[src/rtl/mealy_seq_detector_pkg.sv]
// Shared constants and helpers for the Mealy sequence detector.
// Overlap mode encodings, state width and symbol extraction.
package mealy_pkg;

  localparam logic MODE_NONOVL = 1'b0;
  localparam logic MODE_OVL    = 1'b1;

  localparam int SYM_MAX = 8;
  localparam int PAT_MAX = 64;

  function automatic int state_w(input int pat_len);
    return (pat_len <= 2) ? 1 : $clog2(pat_len);
  endfunction

  function automatic logic [SYM_MAX-1:0] sym_at(
    input logic [PAT_MAX-1:0] pat,
    input int                 i,
    input int                 w
  );
    logic [PAT_MAX-1:0] sh;
    logic [SYM_MAX-1:0] mask;
    sh   = pat >> (i * w);
    mask = SYM_MAX'((1 << w) - 1);
    return sh[SYM_MAX-1:0] & mask;
  endfunction

endpackage

[src/rtl/mealy_seq_detector_if.sv]
// Control, symbol stream and status bundle of the detector.
// master drives stimulus, slave is the detector side.
interface mealy_seq_detector_if
  import mealy_pkg::*;
#(
  parameter int SYM_W   = 2,
  parameter int PAT_LEN = 4,
  parameter int CNT_W   = 8
);

  localparam int SW = state_w(PAT_LEN);

  logic                     load;
  logic [SYM_W*PAT_LEN-1:0] pattern;
  logic                     overlap;
  logic                     in_valid;
  logic [SYM_W-1:0]         in_sym;
  logic                     match;
  logic [SW-1:0]            state;
  logic [CNT_W-1:0]         match_count;
  logic                     count_sat;

  modport master (
    output load, pattern, overlap,
    output in_valid, in_sym,
    input  match, state,
    input  match_count, count_sat
  );

  modport slave (
    input  load, pattern, overlap,
    input  in_valid, in_sym,
    output match, state,
    output match_count, count_sat
  );

endinterface

[src/rtl/mealy_seq_detector_sat_counter.sv]
// Saturating event counter with synchronous reset and clear.
// The saturation flag is registered together with the count.
module mealy_sat_counter #(
  parameter int W = 8
) (
  input  logic         clk,
  input  logic         rst,
  input  logic         clr,
  input  logic         inc,
  output logic [W-1:0] cnt,
  output logic         sat
);

  logic [W-1:0] cnt_q, cnt_d;
  logic         sat_q, sat_d;

  always_comb begin
    cnt_d = cnt_q;
    if (clr) begin
      cnt_d = '0;
    end else if (inc && !sat_q) begin
      cnt_d = cnt_q + W'(1);
    end
    sat_d = &cnt_d;
  end

  always_ff @(posedge clk) begin
    if (rst) begin
      cnt_q <= '0;
      sat_q <= 1'b0;
    end else begin
      cnt_q <= cnt_d;
      sat_q <= sat_d;
    end
  end

  assign cnt = cnt_q;
  assign sat = sat_q;

endmodule

[src/rtl/mealy_seq_detector.sv]
// Programmable Mealy sequence detector with KMP-style fallback.
// Keeps the last PAT_LEN-1 symbols and picks the longest matching prefix.
module mealy_seq_detector
  import mealy_pkg::*;
#(
  parameter int SYM_W   = 2,
  parameter int PAT_LEN = 4,
  parameter int CNT_W   = 8
) (
  input logic                 clk,
  input logic                 rst,
  mealy_seq_detector_if.slave bus
);

  localparam int SW = state_w(PAT_LEN);
  localparam int PW = SYM_W * PAT_LEN;
  localparam int HW = SYM_W * (PAT_LEN - 1);

  logic [PW-1:0]        pat_q, pat_d;
  logic                 ovl_q, ovl_d;
  logic [SW-1:0]        state_q, state_d;
  logic [HW-1:0]        hist_q, hist_d;
  logic [PW-1:0]        win;
  logic [PAT_LEN-1:1]   hit;
  logic [SW-1:0]        best_k;
  logic [SYM_MAX-1:0]   last_sym;
  logic                 consume;
  logic                 match;

  // Newest symbol sits in the top slot of the window.
  assign win      = {bus.in_sym, hist_q};
  assign consume  = bus.in_valid & ~bus.load & ~rst;
  assign last_sym = sym_at(PAT_MAX'(pat_q), PAT_LEN - 1, SYM_W);
  assign match    = consume
                  & (state_q == SW'(PAT_LEN - 1))
                  & (SYM_MAX'(bus.in_sym) == last_sym);

  for (genvar k = 1; k < PAT_LEN; k++) begin : g_pref
    assign hit[k] = (pat_q[k*SYM_W-1:0] == win[PW-1 -: k*SYM_W]);
  end

  always_comb begin
    best_k = '0;
    for (int k = 1; k < PAT_LEN; k++) begin
      if (hit[k] && (k <= int'(state_q) + 1)) begin
        best_k = SW'(k);
      end
    end
  end

  always_comb begin
    pat_d   = pat_q;
    ovl_d   = ovl_q;
    state_d = state_q;
    hist_d  = hist_q;
    if (bus.load) begin
      pat_d   = bus.pattern;
      ovl_d   = bus.overlap;
      state_d = '0;
      hist_d  = '0;
    end else if (bus.in_valid) begin
      hist_d  = win[PW-1:SYM_W];
      state_d = (match && (ovl_q == MODE_NONOVL)) ? '0 : best_k;
    end
  end

  always_ff @(posedge clk) begin
    if (rst) begin
      pat_q   <= '0;
      ovl_q   <= 1'b0;
      state_q <= '0;
      hist_q  <= '0;
    end else begin
      pat_q   <= pat_d;
      ovl_q   <= ovl_d;
      state_q <= state_d;
      hist_q  <= hist_d;
    end
  end

  mealy_sat_counter #(.W(CNT_W)) u_cnt (
    .clk (clk),
    .rst (rst),
    .clr (bus.load),
    .inc (match),
    .cnt (bus.match_count),
    .sat (bus.count_sat)
  );

  assign bus.match = match;
  assign bus.state = state_q;

endmodule

[src/flat_wrapper.sv]
// flat-port wrapper written by rule: the top's interface ports become plain ports
module mealy_seq_detector_flat import mealy_pkg::*;
#(
  parameter int SYM_W   = 2,
  parameter int PAT_LEN = 4,
  parameter int CNT_W   = 8
)
  (clk, rst, bus_load, bus_pattern, bus_overlap, bus_in_valid, bus_in_sym, bus_match, bus_state, bus_match_count, bus_count_sat);
  mealy_seq_detector_if #(.SYM_W(SYM_W), .PAT_LEN(PAT_LEN), .CNT_W(CNT_W)) bus_i ();
  input logic clk;
  input logic rst;
  input wire logic [$bits(bus_i.load)-1:0] bus_load;
  input wire logic [$bits(bus_i.pattern)-1:0] bus_pattern;
  input wire logic [$bits(bus_i.overlap)-1:0] bus_overlap;
  input wire logic [$bits(bus_i.in_valid)-1:0] bus_in_valid;
  input wire logic [$bits(bus_i.in_sym)-1:0] bus_in_sym;
  output wire logic [$bits(bus_i.match)-1:0] bus_match;
  output wire logic [$bits(bus_i.state)-1:0] bus_state;
  output wire logic [$bits(bus_i.match_count)-1:0] bus_match_count;
  output wire logic [$bits(bus_i.count_sat)-1:0] bus_count_sat;
  assign bus_i.load = bus_load;
  assign bus_i.pattern = bus_pattern;
  assign bus_i.overlap = bus_overlap;
  assign bus_i.in_valid = bus_in_valid;
  assign bus_i.in_sym = bus_in_sym;
  assign bus_match = bus_i.match;
  assign bus_state = bus_i.state;
  assign bus_match_count = bus_i.match_count;
  assign bus_count_sat = bus_i.count_sat;
  mealy_seq_detector #(.SYM_W(SYM_W), .PAT_LEN(PAT_LEN), .CNT_W(CNT_W)) u_core (.clk(clk), .rst(rst), .bus(bus_i));
endmodule
[config.mk]
export PLATFORM = sky130hd
export DESIGN_NAME = mealy_seq_detector_flat
export DESIGN_NICKNAME = d
export VERILOG_FILES = /design/src/rtl/mealy_seq_detector_pkg.sv /design/src/rtl/mealy_seq_detector_if.sv /design/src/rtl/mealy_seq_detector_sat_counter.sv /design/src/rtl/mealy_seq_detector.sv /design/src/flat_wrapper.sv
export SDC_FILE = /design/constraint.sdc
export NUM_CORES = 1
export LEC_CHECK = 0
export CELL_PAD_IN_SITES_DETAIL_PLACEMENT = 1
export CELL_PAD_IN_SITES_GLOBAL_PLACEMENT = 2
export CORE_ASPECT_RATIO = 2
export CORE_UTILIZATION = 39
export CTS_CLUSTER_SIZE = 30
export DETAILED_ROUTE_END_ITERATION = 8
export DONT_BUFFER_PORTS = 1
export PLACE_DENSITY = 0.77
export SLEW_MARGIN = 20
export SYNTH_ARGS = -nofsm -noshare
export SYNTH_HDL_FRONTEND = slang
export SYNTH_SLANG_ARGS = --single-unit
[constraint.sdc]
create_clock -name clk -period 4.2 [get_ports clk]
set_input_delay 0.21 -clock clk [delete_from_list [all_inputs] [get_ports clk]]
set_output_delay 0.21 -clock clk [all_outputs]
set_load 0.005 [all_outputs]
==> metrics.md <==
| Metric | Value |
|---|---|
| Final Net Count | `146` |
| Largest clock skew in the final design | `0.00593 ns` |
| Largest stage delay on the critical path | `0.65 ns` |
| Multi-input gate area | `677 sq um` |
| Fillcell total | `365` |
| Maximum capacitance violations | `0` |
| TritonCTS clock tree | `done` |
| Number of clock sinks seen by CTS | `24` |
| Avg Inst Size Synth | `slightly above 9 sq um` |
| Max-slew violation total from the final report | `0` |
| Minimum period implied by the final worst setup slack | `2.35 ns` |
| Clock root buffer | `sky130_fd_sc_hd__clkbuf_8` |
| Cell internal pwr | `378 uW` |
| Overall routed net length | `roughly 2.9 mm` |
| Number of warnings printed during yosys synthesis | `0` |
| Initial antenna violation count | `0` |
| Prevailing post-synth register cell | `sky130_fd_sc_hd__dfxtp_1` |
| Vias per cell | `just under 6` |
| Async SR Flop Fraction | `0` |
| Clock latency of the later-clocked register in the worst-skew pair | `~0.27 ns` |
| All-layer global routing usage | `0.205` |
| Fraction of the yosys area taken by sequential cells | `0.400` |
| Worst r2r dst | `u_core.u_cnt.sat` |
| Total of endpoints with negative setup slack in the final report | `0` |
| Sequential cell area | `a little under 500 sq um` |
| Num ports | `27` |
| Launch point of the worst hold path | `rst` |
| Endpoint required time on the critical path | `4.38 ns` |
| # DRC | `0` |
| Leading area contributor after synthesis | `sky130_fd_sc_hd__dfxtp_1` |
| Part of the power in combinational logic | `0.064` |
| Synthesized net count | `147` |
| IO Port Bufs | `0` |
| Share of the core filled with cells in the final layout | `0.442` |
| Switching pwr | `95.2 uW` |
| Unrepaired setup endpoints after global routing | `no` |
| Relative contribution of sequential cells to total power | `0.506` |
| CP max-delay cell | `sky130_fd_sc_hd__or4_1` |
| Share of final-layout standard cells stronger than drive strength 1 | `0.0465` |
| H-Tree Depth | `1` |
| Total iterations of the first detailed-routing run | `4` |
| Std-Cell Core Area | `2940 sq um` |
| Total count of hold-check failures in the final report | `0` |
| Routed wire length per instance | `roughly 18 microns` |
| Leakage | `0.504 nW` |
| Critical path endpoint category | `flip-flop` |
| Total half-perimeter wirelength after legalization and detailed placement | `2.19 mm` |
| Post-route clock period utilization | `0.559` |
| Number of synthesized flops with an enable pin | `0` |
| Clock transition time at the flip-flop clock pins of the worst setup and hold paths | `around 0.08 ns` |
| Hold path depth | `1` |
| Gp weighted congestion | `between 0.6 and 0.7` |
| Worst-case hold path end point | `u_core.pat_q[7]` |
| Global-route wire length before repair | `between 4 and 5 mm` |
| Residual overflow from global routing | `0` |
| Full die area | `3320 sq um` |
| Switching portion of total power | `0.201` |
| Post-synthesis instance total | `131` |
| Via count of the first global-routing pass | `roughly 960` |
| Combined area of all synthesized cells | `1200 sq um` |
| Headroom to the max-slew limit | `0.629` |
| Worst R2R Path Depth | `5` |
| # rows | `28` |
| Height of the die | `approximately 80 microns` |
| Post-route antenna net violation count | `0` |
| Setup Crit Path Kind | `flip-flop to flip-flop` |
| Critical Path Start Type | `flip-flop` |
| Floorplan die width | `41.2 microns` |
| Type of the most critical hold path | `input port to flip-flop` |
| Signed area change from the synthesized netlist to the final layout | `8.23%` |
| Flops & latches, synth | `24` |
| Via count | `930` |
| Critical Path Start | `u_core.bus.state[1]` |
| Pin count of the biggest net entering global routing | `15` |
| Inserted Clock Buffers | `3` |
| Initial Utilization | `0.408` |
| Buffer depth of the longest clock path | `2` |
| Critical-path maximum fanout | `13` |
| Worst-path cell chain | `and4bb_1 -> nand4_1 -> or4_1 -> a211o_1 -> nor4b_2` |
| Data arrival time of the critical path | `2.53 ns` |
| Fraction of power consumed by the clock network | `0.430` |
| Run status | `finished, final reports clean` |
| Top-area cell type share of the netlist area | `0.400` |
| Internal reg-to-reg setup slack | `1.85 ns` |
| Power per standard cell area | `around 360 nW/um^2` |
| Maximum vdd ir drop | `227 uV` |
| Upper clock frequency limit | `426 MHz` |
| Number of inserted diodes | `0` |
| Number of unique standard cell types used by synthesis | `36` |
| Largest cells by area after synthesis | `sky130_fd_sc_hd__dfxtp_1 (40%), sky130_fd_sc_hd__mux2i_1 (11%), sky130_fd_sc_hd__xnor2_1 (10%)` |
| Launch instance of the worst register-to-register path | `u_core.bus.state[1]` |
| Sum of negative setup slack | `0 ns` |
| Actual transition at the worst max-transition pin | `0.555 ns` |
| Drt first-iter violations | `19` |
[cells in the mapped netlist, drive strengths merged (2+ instances only)]
cell type / instances
dfxtp: 24
buf: 4
nor3: 4
clkbuf: 5
nand4: 2
nand3: 2
xor2: 8
nand2: 5
mux2i: 13
a21oi: 2
nor2: 23
o21ai: 2
xnor2: 14
or4: 2
o211ai: 2
[how the worst max path moves through the flow]
stage	endpoint	slack, ns	cells after the start
floorplan	u_core.u_cnt.sat	2.45	5
global placement	u_core.u_cnt.sat	2.00	5
detailed placement	u_core.u_cnt.sat	1.86	5
CTS	u_core.u_cnt.sat	1.84	5
global route	u_core.u_cnt.sat	1.64	5
finish	u_core.u_cnt.sat	1.85	5
[power groups by stage]
stage          clock, mW  sequential (mW)  combinational (mW)
2_1_floorplan          0            0.244              0.0300
3_3_place_gp           0            0.245              0.0270
3_5_place_dp           0            0.245              0.0273
4_1_cts            0.208            0.240              0.0298
5_1_grt            0.217            0.241              0.0342
6_report           0.204            0.240              0.0304
[flip-flops by register name, summed over array words and instances, names as in the netlist]
signal            count
u_core.bus.state      2
u_core.u_cnt.cnt      8
u_core.hist_q         4
u_core.pat_q          8
u_core.ovl_q          1
u_core.u_cnt.sat      1
[area by class of cell]
class | instances | area share
Clock buffer | 3 | 0.0318
Multi-Input combinational cell | 97 | 0.521
Timing Repair Buffer | 3 | 0.0231
Tap cell | 30 | 0.0289
Sequential cell | 24 | 0.370
Inverter | 1 | 0.00289
Clock inverter | 1 | 0.0231
[repair_timing]
action,4_1_cts,5_1_grt
hold buffers,2,1
hold endpoints to repair,5,2
resized for setup,0,0
buffers inserted,0,0
[cells in the final DEF, fill, tap and decap left out, types with 2 or more instances in the layout]
cell type and n:
sky130_fd_sc_hd__xnor2_1 14, sky130_fd_sc_hd__a21oi_1 2, sky130_fd_sc_hd__o211ai_1 2, sky130_fd_sc_hd__nand3_1 2
sky130_fd_sc_hd__dfxtp_1 24, sky130_fd_sc_hd__xor2_1 8, sky130_fd_sc_hd__nor3_1 4, sky130_fd_sc_hd__dlygate4sd3_1 3
sky130_fd_sc_hd__nand4_1 2, sky130_fd_sc_hd__o21ai_0 2, sky130_fd_sc_hd__mux2i_1 13, sky130_fd_sc_hd__nand2_1 5
sky130_fd_sc_hd__or4_1 2, sky130_fd_sc_hd__clkbuf_8 3, sky130_fd_sc_hd__nor2_1 23
[worst max-delay path, delay by kind of cell, from the launching register on]
| kind | cells | cell delay, ns |
|---|---|---|
| AO/OA/AOI/OAI | 1 | 0.28 |
| AND/OR/NAND/NOR | 4 | 1.55 |
| flip-flops | 1 | 0.43 |
[layer usage]
metal / track usage / vias to the layer above / share of wire
li1: - / 448 / -
met1: 0.202 / 459 / 0.35
met2: 0.373 / 19 / 0.60
met3: 0.0442 / 4 / 0.033
met4: 0.0774 / 0 / 0.016
met5: 0 / - / 0
[kinds of logic (layout without fill, tap and decap cells)]
family / count (synthesis) / after routing / synth area share
muxes: 13 / 13 / 0.108
AOI/OAI and AO/OA: 14 / 14 / 0.0854
adders and majority gates: 1 / 1 / 0.0104
buffers and inverters: 10 / 8 / 0.0365
and+or+nand+nor: 47 / 47 / 0.199
DFF: 24 / 24 / 0.400
xor gates and xnor gates: 22 / 22 / 0.160
[stage by stage]
stage / setup slack [ns] / total power [mW] / hold WS, ns / area (sq um) / std cells
3_3_place_gp: 2.00 / 0.272 / 0.284 / 1200 / 152
5_1_grt: 1.64 / 0.492 / 0.00494 / 1300 / 159
4_1_cts: 1.84 / 0.477 / 0.00000108 / 1290 / 158
6_report: 1.85 / 0.474 / 0.00401 / 1300 / 159
3_5_place_dp: 1.86 / 0.273 / 0.286 / 1200 / 152
2_1_floorplan: 2.45 / 0.274 / 0.357 / 1200 / 131
Power figures use the tool's default switching activity.
